==> src/rtl/morse_char_sequencer.sv <==
// Buffers received bytes and feeds them one at a time to morse_generator, adding the
// inter-letter gap and a watchdog. Optional macro MORSE_SEQ_UPPERCASE_EN folds 'a'-'z' on write.
module morse_char_sequencer #(
    parameter int MORSE_CYCLES   = 10,
    parameter int FIFO_DEPTH     = 16,
    parameter int TIMEOUT_CYCLES = 64 * MORSE_CYCLES
) (
    input  logic                          clk_i,
    input  logic                          reset_i,
    input  logic [7:0]                    data_i,
    input  logic                          valid_i,
    output logic [7:0]                    ascii_o,
    output logic                          en_o,
    input  logic                          gen_done_i,
    output logic [$clog2(FIFO_DEPTH):0]   level_o,
    output logic                          busy_o,
    output logic                          overflow_o,
    output logic                          timeout_o
);
    localparam int AW      = $clog2(FIFO_DEPTH);
    localparam int LW      = AW + 1;
    localparam int GAP_LEN = 2 * MORSE_CYCLES;
    localparam int CNT_MAX = (TIMEOUT_CYCLES > GAP_LEN) ? TIMEOUT_CYCLES : GAP_LEN;
    localparam int CW      = $clog2(CNT_MAX + 1);
    localparam logic [7:0] SPACE = 8'h20;

    typedef enum logic [1:0] {IDLE, SEND, BUSY, GAP} state_t;

    state_t          state_q, state_d;
    logic [7:0]      mem [FIFO_DEPTH];
    logic [LW-1:0]   wr_ptr_q, wr_ptr_d, rd_ptr_q, rd_ptr_d;
    logic [LW-1:0]   level;
    logic [7:0]      ascii_q, wr_data;
    logic            en_q, en_d, ovf_q, ovf_d, to_q, to_d;
    logic [CW-1:0]   wd_q, wd_d, gap_q, gap_d;
    logic            empty, full, pop, wr_en;

    assign level = wr_ptr_q - rd_ptr_q;
    assign empty = (level == '0);
    assign full  = (level == LW'(FIFO_DEPTH));

`ifdef MORSE_SEQ_UPPERCASE_EN
    always_comb begin
        wr_data = data_i;
        if (data_i >= 8'h61 && data_i <= 8'h7A) begin
            wr_data = data_i - 8'h20;
        end
    end
`else
    assign wr_data = data_i;
`endif

    // A pop in the same cycle frees a slot, so a write into a full FIFO is still accepted.
    assign wr_en = valid_i && (!full || pop);

    always_comb begin
        state_d  = state_q;
        en_d     = en_q;
        wd_d     = wd_q;
        gap_d    = gap_q;
        to_d     = 1'b0;
        pop      = 1'b0;
        case (state_q)
            IDLE: begin
                if (!empty) begin
                    pop     = 1'b1;
                    en_d    = 1'b1;
                    wd_d    = '0;
                    state_d = SEND;
                end
            end
            SEND, BUSY: begin
                if (state_q == BUSY && gen_done_i) begin
                    en_d    = 1'b0;
                    gap_d   = (ascii_q != SPACE) ? CW'(GAP_LEN) : '0;
                    state_d = GAP;
                end else if (wd_q == CW'(TIMEOUT_CYCLES - 1)) begin
                    to_d    = 1'b1;
                    en_d    = 1'b0;
                    gap_d   = '0;
                    state_d = GAP;
                end else begin
                    wd_d = wd_q + 1'b1;
                    if (state_q == SEND && !gen_done_i) begin
                        state_d = BUSY;
                    end
                end
            end
            GAP: begin
                if (gap_q != '0) begin
                    gap_d = gap_q - 1'b1;
                end else if (!gen_done_i) begin
                    state_d = IDLE;
                end
            end
            default: state_d = IDLE;
        endcase
    end

    always_comb begin
        wr_ptr_d = wr_ptr_q;
        rd_ptr_d = rd_ptr_q;
        ovf_d    = valid_i && full && !pop;
        if (wr_en) begin
            wr_ptr_d = wr_ptr_q + 1'b1;
        end
        if (pop) begin
            rd_ptr_d = rd_ptr_q + 1'b1;
        end
    end

    always_ff @(posedge clk_i) begin
        if (reset_i) begin
            state_q  <= IDLE;
            en_q     <= 1'b0;
            wd_q     <= '0;
            gap_q    <= '0;
            ovf_q    <= 1'b0;
            to_q     <= 1'b0;
            wr_ptr_q <= '0;
            rd_ptr_q <= '0;
        end else begin
            state_q  <= state_d;
            en_q     <= en_d;
            wd_q     <= wd_d;
            gap_q    <= gap_d;
            ovf_q    <= ovf_d;
            to_q     <= to_d;
            wr_ptr_q <= wr_ptr_d;
            rd_ptr_q <= rd_ptr_d;
        end
    end

    always_ff @(posedge clk_i) begin
        if (wr_en) begin
            mem[wr_ptr_q[AW-1:0]] <= wr_data;
        end
    end

    // Registered read-first port: when full, the popped head is read before the new byte lands.
    always_ff @(posedge clk_i) begin
        if (reset_i) begin
            ascii_q <= '0;
        end else if (pop) begin
            ascii_q <= mem[rd_ptr_q[AW-1:0]];
        end
    end

    assign ascii_o    = ascii_q;
    assign en_o       = en_q;
    assign level_o    = level;
    assign busy_o     = (state_q != IDLE) || !empty;
    assign overflow_o = ovf_q;
    assign timeout_o  = to_q;

endmodule

==> config.mk <==
export PLATFORM = sky130hd
export DESIGN_NAME = morse_char_sequencer
export DESIGN_NICKNAME = d
export VERILOG_FILES = /design/src/rtl/morse_char_sequencer.sv
export SDC_FILE = /design/constraint.sdc
export NUM_CORES = 1
export LEC_CHECK = 0
export BUFFER_PORTS_ARGS = -buffer_cell sky130_fd_sc_hd__buf_2
export CAP_MARGIN = 15
export CORE_ASPECT_RATIO = 1.2
export CORE_MARGIN = 2
export CORE_UTILIZATION = 55
export DETAILED_ROUTE_END_ITERATION = 6
export PLACE_DENSITY = 0.83
export SETUP_SLACK_MARGIN = 0.02
export SLEW_MARGIN = 20
export SYNTH_ARGS = -nofsm -noshare
export SYNTH_HDL_FRONTEND = slang
export SYNTH_SLANG_ARGS = --single-unit
==> constraint.sdc <==
create_clock -name clk_i -period 3.1 [get_ports clk_i]
set_input_delay 0.93 -clock clk_i [delete_from_list [all_inputs] [get_ports clk_i]]
set_output_delay 0.93 -clock clk_i [all_outputs]
set_load 0.01 [all_outputs]
Word level (Yosys, flattened, before mapping)
Memories as Yosys holds them, arrays and structs flattened. A register that Yosys moved wholly into a read port is not among the register bits.
Index checks and enable logic that the tools add are counted.
{ "word_totals": {"ff_bits": 35, "mem_bits_rw": 128, "inputBits": 12, "output_inout_bits": 17, "wordCells": 77, "n_memories": 1} }
{ "classes": {"add_sub_neg": 5, "n_eq_ne": 14, "n_mux": 25, "n_bitwise": 1, "n_reduce_logical": 23} }
{ "mem_list": {"columns": ["name", "depth", "width", "read_ports", "rd_clocked_by_memory_dff", "write_ports", "line", "text"], "rows": [
  ["mem", 16, 8, 1, 1, 1, "30", "logic [7:0] mem [FIFO_DEPTH];"]
]} }
{ "op_table": {"columns": ["cell", "n"], "rows": [
  ["$mux W10", 6],
  ["$pmux W10 S2", 2],
  ["$mux W2", 6],
  ["$ne A2 B2 Y1 const B", 6],
  ["$add A10 B1 Y10 const B", 1],
  ["$add A5 B1 Y5 const B", 2],
  ["$eq A10 B10 Y1 const B", 1],
  ["$reduce_bool A10 Y1", 1],
  ["$sub A10 B1 Y10 const B", 1],
  ["$mux W1", 8],
  ["$ne A8 B6 Y1 const B", 1],
  ["$reduce_and A4 Y1", 2],
  ["$pmux W2 S3", 1],
  ["$reduce_and A3 Y1", 2],
  ["$reduce_bool A2 Y1", 3],
  ["$eq A5 B5 Y1 const B", 1],
  ["$logic_and A1 B1 Y1", 5],
  ["$logic_not A5 Y1", 1],
  ["$mux W5", 1],
  ["$sub A5 B5 Y5", 1],
  ["$eq A2 B2 Y1 const B", 2],
  ["$logic_not A1 Y1", 4],
  ["$ne A4 B4 Y1 const B", 1],
  ["$ne A3 B3 Y1 const B", 1],
  ["other kinds (7)", 8]
]} }

Depth between registers and ports, before layout
{ "logic_depth": {"depth_word": 8, "depth_mapped": 11, "depth_no_buf": 10} }

Worst setup path before layout
No wires, ideal clock.
{ "synth_path": {"kind": "register to output", "from": "register rd_ptr_q[1]", "to": "output port busy_o", "t_arrival_ns": 2.501, "required_ns": 2.170, "path_slack_ns": -0.331, "path_stages_with_launch": 10, "path_buffers": 3, "path_cell_list": "dfxtp_1 -> clkbuf_1 -> clkbuf_1 -> inv_1 -> fa_1 -> xnor2_2 -> inv_1 -> a211oi_1 -> o221ai_1 -> clkbuf_1"} }
{ "synth_between": {"elab_chain_cells": 4} }
{ "synth_rtl": {"columns": ["element", "line", "text"], "rows": [
  ["from (decl)", "31", "logic [LW-1:0] wr_ptr_q, wr_ptr_d, rd_ptr_q, rd_ptr_d;"],
  ["from (signal assigned)", "130", "rd_ptr_q <= rd_ptr_d;"],
  ["$sub A5 B5 Y5", "38", "assign level = wr_ptr_q - rd_ptr_q;"],
  ["via level_o[2]", "15", "output logic [$clog2(FIFO_DEPTH):0] level_o,"],
  ["$logic_not A5 Y1", "39", "assign empty = (level == '0);"],
  ["$logic_not A1 Y1", "152", "assign busy_o = (state_q != IDLE) || !empty;"],
  ["$logic_or A1 B1 Y1", "152", null],
  ["to (decl)", "16", "output logic busy_o,"]
]} }
The timed path passes the listed nets, and every way through them passes these cells.

Worst setup path after layout
{ "layout_path": {"from": "register wr_ptr_q[0]", "to": "output port busy_o"} }
{ "layout_between": {"elab_chain_cells": 4} }
{ "layout_rtl": {"columns": ["element", "line", "text"], "rows": [
  ["from (decl)", "31", null],
  ["from (signal assigned)", "129", "wr_ptr_q <= wr_ptr_d;"],
  ["$sub A5 B5 Y5", "38", null],
  ["$logic_not A5 Y1", "39", null],
  ["$logic_not A1 Y1", "152", null],
  ["$logic_or A1 B1 Y1", "152", null]
]} }
No other way between the ends.

==> results by group <==
Cells and area
  • Fillers: 887
  • Syn-to-layout area delta: 14.7%
  • Antenna Cells: 0
  • Share of cells above drive strength 1: 25.4%
  • Core Util, Final: 64.2%
  • Nets: 591
  • Footprint of the multi-input gates: 2560 µm²
  • Reg area: 4710 µm²

Global routing
  • Initial antenna violation count: 0
  • Vias in the first global route: 4,611
  • Largest net degree at the start of global routing: 37
  • GRT overflow: 0
  • First-pass GRT wire length: 25,000 µm
  • GRT Overall Usage: 24.2%

STA
  • Relative slew slack: 56.8%
  • Max Fclk: 315 MHz
  • # setup viols final: 1
  • Fin worst setup slack: -78.2 ps
  • Worst-Margin Slew: 648 ps
  • Final min period: 3180 ps
  • Crit share post-route: 103%
  • RSZ-0062 raised after global routing: true
  • Clock Skew: 14.1 ps
  • Fin. max-slew vios: 0
  • Hold Fails Final Rpt: 0

Detailed routing
  • DR top layer: met4
  • Via-to-Cell Ratio: 6.41
  • Met2 Routed Length: 8460 µm
  • WL/cell: 22.0 µm
  • M1 WL: 6330 µm
  • # DRC: 0
  • 1st-pass router iterations: 5
  • DRT Wirelength: 16,400 µm
  • Starting DRT DRC Count: 608
  • Post-route antenna net violation count: 0
  • Via count: 4,759
  • Met3 wire length: 1130 µm

Synthesis
  • Number of synthesized flops with an enable pin: 128
  • Yosys warning count: 0
  • Synth top area share: 52.1%
  • Synth Area in Simple Gates: 9.79%
  • Avg Cell Area, Syn: 14.3 µm²
  • Main synth FF type: edfxtp_1
  • Cell with the most instances after synthesis: edfxtp_1
  • Synth top cells by count: 128 x edfxtp_1, 43 x dfxtp_1, 32 x mux4_2
  • Top cells by area, synth: edfxtp_1 52%, dfxtp_1 12%, mux4_2 9.8%, ha_1 2.5%, a21oi_1 2.1%
  • Compound-Gate Fraction of Synth Area: 9.13%
  • Adder-cell area share of the yosys netlist: 2.81%
  • Syn nets: 544
  • Seq cells post-synth: 171
  • Sequential share of the synthesized area: 63.7%
  • Multiplexer share of the synthesized area: 11.2%
  • Synthesized instance count: 516
  • Dominant cell type by area after synthesis: edfxtp_1
  • Mapped Area: 7380 µm²
  • Post-synthesis xor/xnor area fraction: 0.813%
  • Async SR Flop Fraction: 0%
  • Netlist cell types: 61
  • Largest family of logic cells by synthesized area: multiplexers

Setup path
  • Critical Path AT: 2250 ps
  • Critical Path End Type: output pin
  • Critical path class: reg2out
  • Worst endpoint required time: 2170 ps
  • CP Launch Type: flip-flop
  • Critical path fanouts, max: 3

Power and ir drop
  • VDD IR max: 0.619 mV
  • Register share of total power: 36.6%
  • Switch share: 33.6%
  • Psw: 2.55 mW
  • Lkg Pwr: 2.96 nW
  • Power Density: 898 nW/µm²
  • Internal power: 5.05 mW
  • Gate power share: 35.4%
  • Clk network pwr share: 28.0%

Clock tree
  • Number of buffers created by CTS: 17
  • # hold bufs at CTS: 0
  • Reg clk slew, reported paths: 60 ps
  • CTS tree: yes
  • Clock buffer depth: 2
  • Sink Count: 171
  • Worst-Skew Late Latency: 430 ps
  • H-tree levels: 4
  • Clock Tree Root: clkbuf_16

Run status
  • Failing checks: setup timing
  • Status: finished, violations left

Die
  • Initial Util: 56.0%
  • Horiz. Die Dim: 110 µm
  • Number of top-level pins: 29
  • Die area: 14,400 µm²
  • Row count: 46
  • Die Y: 131 µm
  • Core area: 13,200 µm²

Placed design
  • Detailed-placement wirelength estimate: 10,900 µm
  • Pre-CTS WS: 68.8 ps
  • RePlAce Congestion: 0.918
  • Port Buf Inserts: 28

Flow run
  • MaxCap Viol Count: 0

Hold path
  • Hold/Removal Path Class: reg2reg
==> final timing paths <==
path | startpoint | to | slack, ps | cells after the start
hold reg to reg | gap_q[7] | gap_q[7] | 480 | 2
hold / removal | gap_q[7] | gap_q[7] | 480 | 2
setup reg to reg | wr_ptr_q[0] | mem[11][7] | 150 | 10
setup / recovery | wr_ptr_q[0] | busy_o | -80 | 8
==> cell usage in the layout, fill, tap and decap left out, types with 3 or more instances in the layout <==
cell / instances
and3_2: 9
ha_1: 13
inv_2: 3
nand3_1: 19
or4_1: 3
edfxtp_1: 128
nor4_1: 6
nand2_1: 26
inv_6: 6
dfxtp_1: 39
xor2_1: 3
o31ai_1: 4
nor2b_1: 6
o21ai_0: 20
or3_1: 8
nand4_1: 6
a21oi_1: 30
a31oi_1: 10
buf_2: 28
nor3_1: 3
and3_1: 8
mux2i_1: 7
buf_4: 24
bufinv_16: 3
nor2_1: 19
dfxtp_2: 4
and2_1: 4
clkbuf_16: 17
mux4_2: 32
inv_1: 18
a22oi_1: 16
==> timing repair <==
action | 4_1_cts | 5_1_grt
gates resized for setup | 6 | 10
pin swaps | 5 | 5
buffers inserted | 3 | 6
endpoints found under the setup margin | 2 | 28
==> cells by family after synthesis <==
| logic type | count (synthesis) |
|---|---|
| AO/OA/AOI/OAI | 103 |
| XOR/XNOR | 6 |
| adder cells (fa/ha/maj) | 16 |
| buffers and inverters | 45 |
| flip-flops | 171 |
| multiplexers | 42 |
| AND/OR/NAND/NOR | 133 |
==> stage by stage <==
step	setup TNS, ps	hold slack, ps	cells	power, mW	cell area [µm²]
floorplan	0	446	516	4.63	7420
global placement	0	453	703	5.21	7750
detailed placement	0	477	703	5.30	7750
CTS	-92.2	485	737	7.49	8390
global route	-157	512	743	7.96	8470
finish	-78.2	479	743	7.61	8470
==> metal layers <==
| layer | global-route usage, % | vias up |
|---|---|---|
| li1 | - | 2127 |
| met1 | 30.9 | 2367 |
| met2 | 40.5 | 236 |
| met3 | 5.11 | 29 |
| met4 | 9.90 | 0 |
| met5 | 0 | - |
==> flip-flops by register name, indices dropped and copies added, names as in the netlist <==
register	count
ascii_o	8
en_o	1
gap_q	10
mem	128
overflow_o	1
rd_ptr_q	5
state_q	2
timeout_o	1
wd_q	10
wr_ptr_q	5
==> cell type report <==
type                            count  share of cell area (%)
Sequential cell                   171                    55.6
Multi-Input combinational cell    300                    30.2
Clock buffer                       18                    5.07
Timing Repair Buffer               52                    3.78
Tap cell                          168                    2.48
Clock inverter                     13                    1.92
Inverter                           21                   0.931
==> worst max-delay path: stages (launching register included) <==
cell	delay, ps
dfxtp_2	340
inv_2	50
ha_4	150
inv_2	50
fa_2	450
nand3b_1	240
a211oi_4	220
o221ai_2	150
buf_2	170
==> power groups by stage <==
stage                     registers, mW  logic [mW]  clock network, mW
final                              2.79        2.69               2.13
after global routing               2.81        2.93               2.23
after CTS                          2.78        2.56               2.14
after detailed placement           2.82        2.48                  0
after global placement             2.81        2.39                  0
after floorplan                    2.82        1.82                  0
No activity file was read; power rests on OpenSTA's default activity.
